==> config.mk <==
export PLATFORM = sky130hd
export DESIGN_NAME = adc_qsys_ram_arbiter
export DESIGN_NICKNAME = d
export VERILOG_FILES = /design/src/rtl/adc_qsys_ram_pkg.sv /design/src/rtl/adc_qsys_rr_grant2.sv /design/src/rtl/adc_qsys_ram_arbiter.sv
export SDC_FILE = /design/constraint.sdc
export NUM_CORES = 1
export LEC_CHECK = 0
export CAP_MARGIN = 5
export CELL_PAD_IN_SITES_DETAIL_PLACEMENT = 1
export CELL_PAD_IN_SITES_GLOBAL_PLACEMENT = 1
export CORE_MARGIN = 4
export CORE_UTILIZATION = 17
export DETAILED_ROUTE_END_ITERATION = 8
export PLACE_DENSITY = 0.87
export SLEW_MARGIN = 10
export SYNTH_ARGS = -nofsm -noshare
export SYNTH_HDL_FRONTEND = slang
export SYNTH_SLANG_ARGS = --single-unit
==> constraint.sdc <==
create_clock -name clk -period 3.55 [get_ports clk]
set_input_delay 0.71 -clock clk [delete_from_list [all_inputs] [get_ports clk]]
set_output_delay 0.71 -clock clk [all_outputs]
set_load 0.005 [all_outputs]
==> src/rtl/adc_qsys_ram_pkg.sv <==
// Shared types and constants for the sample-RAM arbiter slice.
package adc_qsys_ram_pkg;

    localparam int RAM_ADDR_W = 15;
    localparam int RAM_DATA_W = 32;
    localparam int RAM_DEPTH  = 32000;
    localparam int RAM_BE_W   = RAM_DATA_W / 8;

    typedef enum logic {
        PRIO_RR     = 1'b0,
        PRIO_FIXED0 = 1'b1
    } prio_mode_e;

    typedef struct packed {
        logic [RAM_ADDR_W-1:0] addr;
        logic [RAM_BE_W-1:0]   be;
        logic [RAM_DATA_W-1:0] wdata;
        logic                  rd;
        logic                  wr;
    } mem_req_t;

endpackage

==> src/rtl/adc_qsys_rr_grant2.sv <==
// Two-way grant: round-robin or master-0 fixed priority, with the last_grant register.
module adc_qsys_rr_grant2
    import adc_qsys_ram_pkg::*;
#(
    parameter prio_mode_e MODE = PRIO_RR
) (
    input  logic clk,
    input  logic rst,
    input  logic req0,
    input  logic req1,
    output logic grant0,
    output logic grant1
);

    // last_grant = 1 means master 1 won most recently, so master 0 wins the next tie.
    logic last_grant;

    always_comb begin
        grant0 = ~rst & req0 & (~req1 | (MODE == PRIO_FIXED0) | last_grant);
        grant1 = ~rst & req1 & ~grant0;
    end

    always_ff @(posedge clk or posedge rst) begin
        if (rst) begin
            last_grant <= 1'b1;
        end else if (grant0 | grant1) begin
            last_grant <= grant1;
        end
    end

endmodule

==> src/rtl/adc_qsys_ram_arbiter.sv <==
// Two-master arbiter for the single-port sample RAM: request mux, read tagging, out-of-range guard.
module adc_qsys_ram_arbiter
    import adc_qsys_ram_pkg::*;
#(
    parameter int ADDR_W    = RAM_ADDR_W,
    parameter int DATA_W    = RAM_DATA_W,
    parameter int DEPTH     = RAM_DEPTH,
    parameter int PRIO_MODE = 0
) (
    input  logic                clk,
    input  logic                reset,
    input  logic [ADDR_W-1:0]   m0_address,
    input  logic                m0_read,
    input  logic                m0_write,
    input  logic [DATA_W/8-1:0] m0_byteenable,
    input  logic [DATA_W-1:0]   m0_writedata,
    output logic                m0_waitrequest,
    output logic [DATA_W-1:0]   m0_readdata,
    output logic                m0_readdatavalid,
    input  logic [ADDR_W-1:0]   m1_address,
    input  logic                m1_read,
    input  logic                m1_write,
    input  logic [DATA_W/8-1:0] m1_byteenable,
    input  logic [DATA_W-1:0]   m1_writedata,
    output logic                m1_waitrequest,
    output logic [DATA_W-1:0]   m1_readdata,
    output logic                m1_readdatavalid,
    output logic [ADDR_W-1:0]   mem_address,
    output logic                mem_chipselect,
    output logic                mem_write,
    output logic [DATA_W/8-1:0] mem_byteenable,
    output logic [DATA_W-1:0]   mem_writedata,
    output logic                mem_clken,
    input  logic [DATA_W-1:0]   mem_readdata,
    output logic [15:0]         oob_count,
    output logic                oob_irq,
    input  logic                oob_clear
);

    localparam logic [ADDR_W:0] DEPTH_L = (ADDR_W + 1)'(DEPTH);

    // Handshake: a master's request (read|write) is accepted in the cycle its
    // waitrequest is low; it must hold address/data stable until then. Read data
    // comes back exactly one cycle after acceptance with readdatavalid high.
    logic     req0, req1, grant0, grant1, any_grant;
    logic     oob_hit, is_read;
    logic     rd_pend, rd_tag, rd_oob;
    mem_req_t req0_s, req1_s, sel;

    assign req0 = m0_read | m0_write;
    assign req1 = m1_read | m1_write;

    adc_qsys_rr_grant2 #(
        .MODE (PRIO_MODE == 1 ? PRIO_FIXED0 : PRIO_RR)
    ) u_grant (
        .clk    (clk),
        .rst    (reset),
        .req0   (req0),
        .req1   (req1),
        .grant0 (grant0),
        .grant1 (grant1)
    );

    always_comb begin
        req0_s       = '0;
        req0_s.addr  = m0_address;
        req0_s.be    = m0_byteenable;
        req0_s.wdata = m0_writedata;
        req0_s.rd    = m0_read;
        req0_s.wr    = m0_write;
        req1_s       = '0;
        req1_s.addr  = m1_address;
        req1_s.be    = m1_byteenable;
        req1_s.wdata = m1_writedata;
        req1_s.rd    = m1_read;
        req1_s.wr    = m1_write;
        sel          = grant1 ? req1_s : req0_s;
    end

    assign any_grant = grant0 | grant1;
    assign oob_hit   = any_grant & ({1'b0, sel.addr} >= DEPTH_L);
    assign is_read   = sel.rd & ~sel.wr;

    assign m0_waitrequest = req0 & ~grant0;
    assign m1_waitrequest = req1 & ~grant1;

    // Out-of-range accesses are accepted but never reach the RAM.
    assign mem_chipselect = any_grant & ~oob_hit;
    assign mem_write      = mem_chipselect & sel.wr;
    assign mem_address    = sel.addr;
    assign mem_byteenable = sel.be;
    assign mem_writedata  = sel.wdata;
    assign mem_clken      = 1'b1;

    always_ff @(posedge clk or posedge reset) begin
        if (reset) begin
            rd_pend <= 1'b0;
            rd_tag  <= 1'b0;
            rd_oob  <= 1'b0;
        end else begin
            rd_pend <= any_grant & is_read;
            rd_tag  <= grant1;
            rd_oob  <= oob_hit;
        end
    end

    assign m0_readdatavalid = rd_pend & ~rd_tag;
    assign m1_readdatavalid = rd_pend & rd_tag;
    assign m0_readdata      = (m0_readdatavalid & ~rd_oob) ? mem_readdata : '0;
    assign m1_readdata      = (m1_readdatavalid & ~rd_oob) ? mem_readdata : '0;

    // A new out-of-range hit beats a simultaneous clear.
    always_ff @(posedge clk or posedge reset) begin
        if (reset) begin
            oob_count <= 16'h0;
            oob_irq   <= 1'b0;
        end else if (oob_hit) begin
            oob_irq <= 1'b1;
            if (oob_clear) begin
                oob_count <= 16'h1;
            end else if (oob_count != 16'hFFFF) begin
                oob_count <= oob_count + 16'h1;
            end
        end else if (oob_clear) begin
            oob_count <= 16'h0;
            oob_irq   <= 1'b0;
        end
    end

endmodule

==> results.sh <==
export IMPL_areaGrowthSynthToFinish_pct=132
export IMPL_wl_per_cell_um=16.4
export IMPL_grt_pass1_wl_um=20800
export IMPL_drive_above_1_share_pct=4.50
export IMPL_required_ps=2840
export IMPL_insertion_delay_ps=250
export IMPL_clk_pin_slew_ps=60
export IMPL_setup_viol=0
export IMPL_io_buffers=278
export IMPL_cts_root_buf="clkbuf_16"
export IMPL_netlist_instances=376
export IMPL_relSlewSlack_pct=29.1
export IMPL_fin_cells=820
export IMPL_numPlacedInstances=816
export IMPL_end_kind="output port"
export IMPL_gp_congestion=0.902
export IMPL_first_global_vias=3925
export IMPL_dpl_cell_area_mm2=0.00534
export IMPL_crit_fanout=42
export IMPL_most_common_layout_cells="clkdlybuf4s50_1, nand2_1, and2_1, dfrtp_1, a21oi_1"
export IMPL_holdBufCountCts=0
export IMPL_routed_wl_um=13400
export IMPL_tns_ps=0
export IMPL_gr_total_overflow=0
export IMPL_fp_dieW_um=125
export IMPL_async_reset_ff_share_pct=100
export IMPL_worstSetupPathType="input pin to output port"
export IMPL_syn_num_nets=518
export IMPL_vias=3623
export IMPL_avgSynthCellArea_um2=6.22
export IMPL_tightest_slew_ps=1060
export IMPL_post_route_period_util_pct=94.4
export IMPL_irDropWorstVdd_uv=130
export IMPL_fin_skew_ps=1.44
export IMPL_grt_start_max_net_pins=52
export IMPL_cap_violations=0
export IMPL_total_power_uw=1080
export IMPL_fmax_mhz=298
export IMPL_io_pins=280
export IMPL_p_leak_uw=0.00228
export IMPL_track_usage_pct=16.1
export IMPL_cts_tree="yes"
export IMPL_die_area_mm2=0.0157
export IMPL_via_per_inst=4.42
export IMPL_cts_made_buffers=3
export IMPL_cts_buffer_depth=2
export IMPL_cp_start_kind="input pin"
export IMPL_mostFrequentLayoutCell="clkdlybuf4s50_1"
export IMPL_drt_initial_drc_count=68
export IMPL_dr_pass1_iters=4
export IMPL_dpl_hpwl_um=11600
export IMPL_fin_area_mm2=0.00542
export IMPL_hp_class="register to register"
export IMPL_cts_max_level=1
export IMPL_post_route_drc_count=0
export IMPL_ys_types=44
export IMPL_antenna_cells=0
export IMPL_period_minus_slack_ps=3350
export IMPL_syn_area_mm2=0.00234
export IMPL_core_area_mm2=0.0133
export IMPL_status="completed"
export IMPL_antenna_found_initial=0
export IMPL_start_util_pct=17.5
export IMPL_die_h_um=125
export IMPL_rows=42
export IMPL_ant_nets=0
export IMPL_synth_edf_count=0
export IMPL_finalMaxSlewViolations=0
export IMPL_power_density_mw_per_mm2=198
export IMPL_synth_seq_cells=21
export IMPL_final_net_count=787
export IMPL_hold_viol_final=0
export IMPL_num_fill_cells=1643
export IMPL_rsz0062_at_grt="false"
export IMPL_synth_flop_cell="dfrtp_1"
export IMPL_yosysSeqAreaShare_pct=22.5
export IMPL_cp_arrival_ps=2640
export IMPL_postCtsSetupBuffers=0
export IMPL_clock_sinks=21
export IMPL_yosys_warnings=0
## Yosys cell counts (all sizes together) (2+ instances only)
cell    count  area, um^2
a21oi      13        65.1
and2       67         419
and3        2        12.5
and4        3        28.8
buf         6        43.8
clkbuf     18        67.6
dfrtp      20         500
inv         5        18.8
mux2        2        22.5
nand2     162         613
nand3       7        35.0
nand4       6        37.5
nor2       10        37.5
nor2b       5        31.3
nor3        2        21.3
nor3b       2        15.0
nor4        3        18.8
o21ai       5        28.8
o21ba       3        30.0
o31a        2        17.5
o31ai       8        60.1
or3         3        18.8
or4         9        67.6
## power breakdown
part	internal [uW]	leakage [uW]	switching [uW]
registers	246	0.000288	5.23
clock network	153	0.0000382	83.6
logic	371	0.00195	216
## worst paths after layout
path                       slack [ps]  cells past startpoint                        endpoint                      startpoint
max                               200                      8               mem_writedata[29]                        m0_write
min                               530                      2             oob_irq$_DFFE_PP0P_             oob_irq$_DFFE_PP0P_
max reg2reg                       860                      6        oob_count[2]$_DFFE_PP0P_  u_grant.last_grant$_DFFE_PP1P_
min reg2reg                       530                      2             oob_irq$_DFFE_PP0P_             oob_irq$_DFFE_PP0P_
max in group asynchronous        2290                      4  u_grant.last_grant$_DFFE_PP1P_                           reset
min in group asynchronous         980                      4               rd_pend$_DFF_PP0_                           reset
## kinds of logic (layout without fill, tap and decap cells)
kind of cell	count (synthesis)	after routing	synth area share, %
adders and majority gates	1	1	0.535
and+or+nand+nor	285	285	59.4
muxes	3	3	1.39
other	1	1	0.160
DFF	21	21	22.5
buffers and inverters	29	297	5.56
AOI/OAI and AO/OA	36	36	10.4
## per-layer routing
layer	part of all wire [%]	track usage, %
met5	0	0
met1	35	16.5
met2	52	30.8
met4	2.1	3.70
met3	10	5.97
## flip-flops by register name, indices dropped and copies added (netlist names)
| name | cells |
|---|---|
| oob_count | 16 |
| oob_irq | 1 |
| rd_oob | 1 |
| rd_pend | 1 |
| rd_tag | 1 |
| u_grant.last_grant | 1 |
## cell type report
| cell class | instances | area [um^2] | area share, % |
|---|---|---|---|
| multi-input combinational | 326 | 1700 | 31.3 |
| clock buffer | 4 | 78.8 | 1.45 |
| tap | 176 | 220 | 4.06 |
| timing repair buffer | 288 | 2880 | 53.2 |
| inverter | 5 | 18.8 | 0.346 |
| sequential | 21 | 527 | 9.71 |
## metrics by stage
step / util, % / hold WS [ps] / setup slack [ps]
detailed placement: 40.0 / 524 / 78.6
finish: 40.6 / 533 / 199
floorplan: - / 492 / 1170
global placement: 40.0 / 508 / 50.6
CTS: 40.6 / 535 / 38.7
global route: 40.6 / 615 / 60.1
## critical path: stages
cell,delay [ps]
clkdlybuf4s50_1,450
o21ai_1,290
nand2_2,160
inv_2,120
buf_12,200
nand2_1,80
nand2_1,60
clkdlybuf4s50_1,550
## what timing repair did
action | CTS | global route
setup endpoints to repair | 0 | 1
endpoints found under the hold margin | 0 | 0
resized for setup | 0 | 1
No activity file was read; power rests on OpenSTA's default activity.
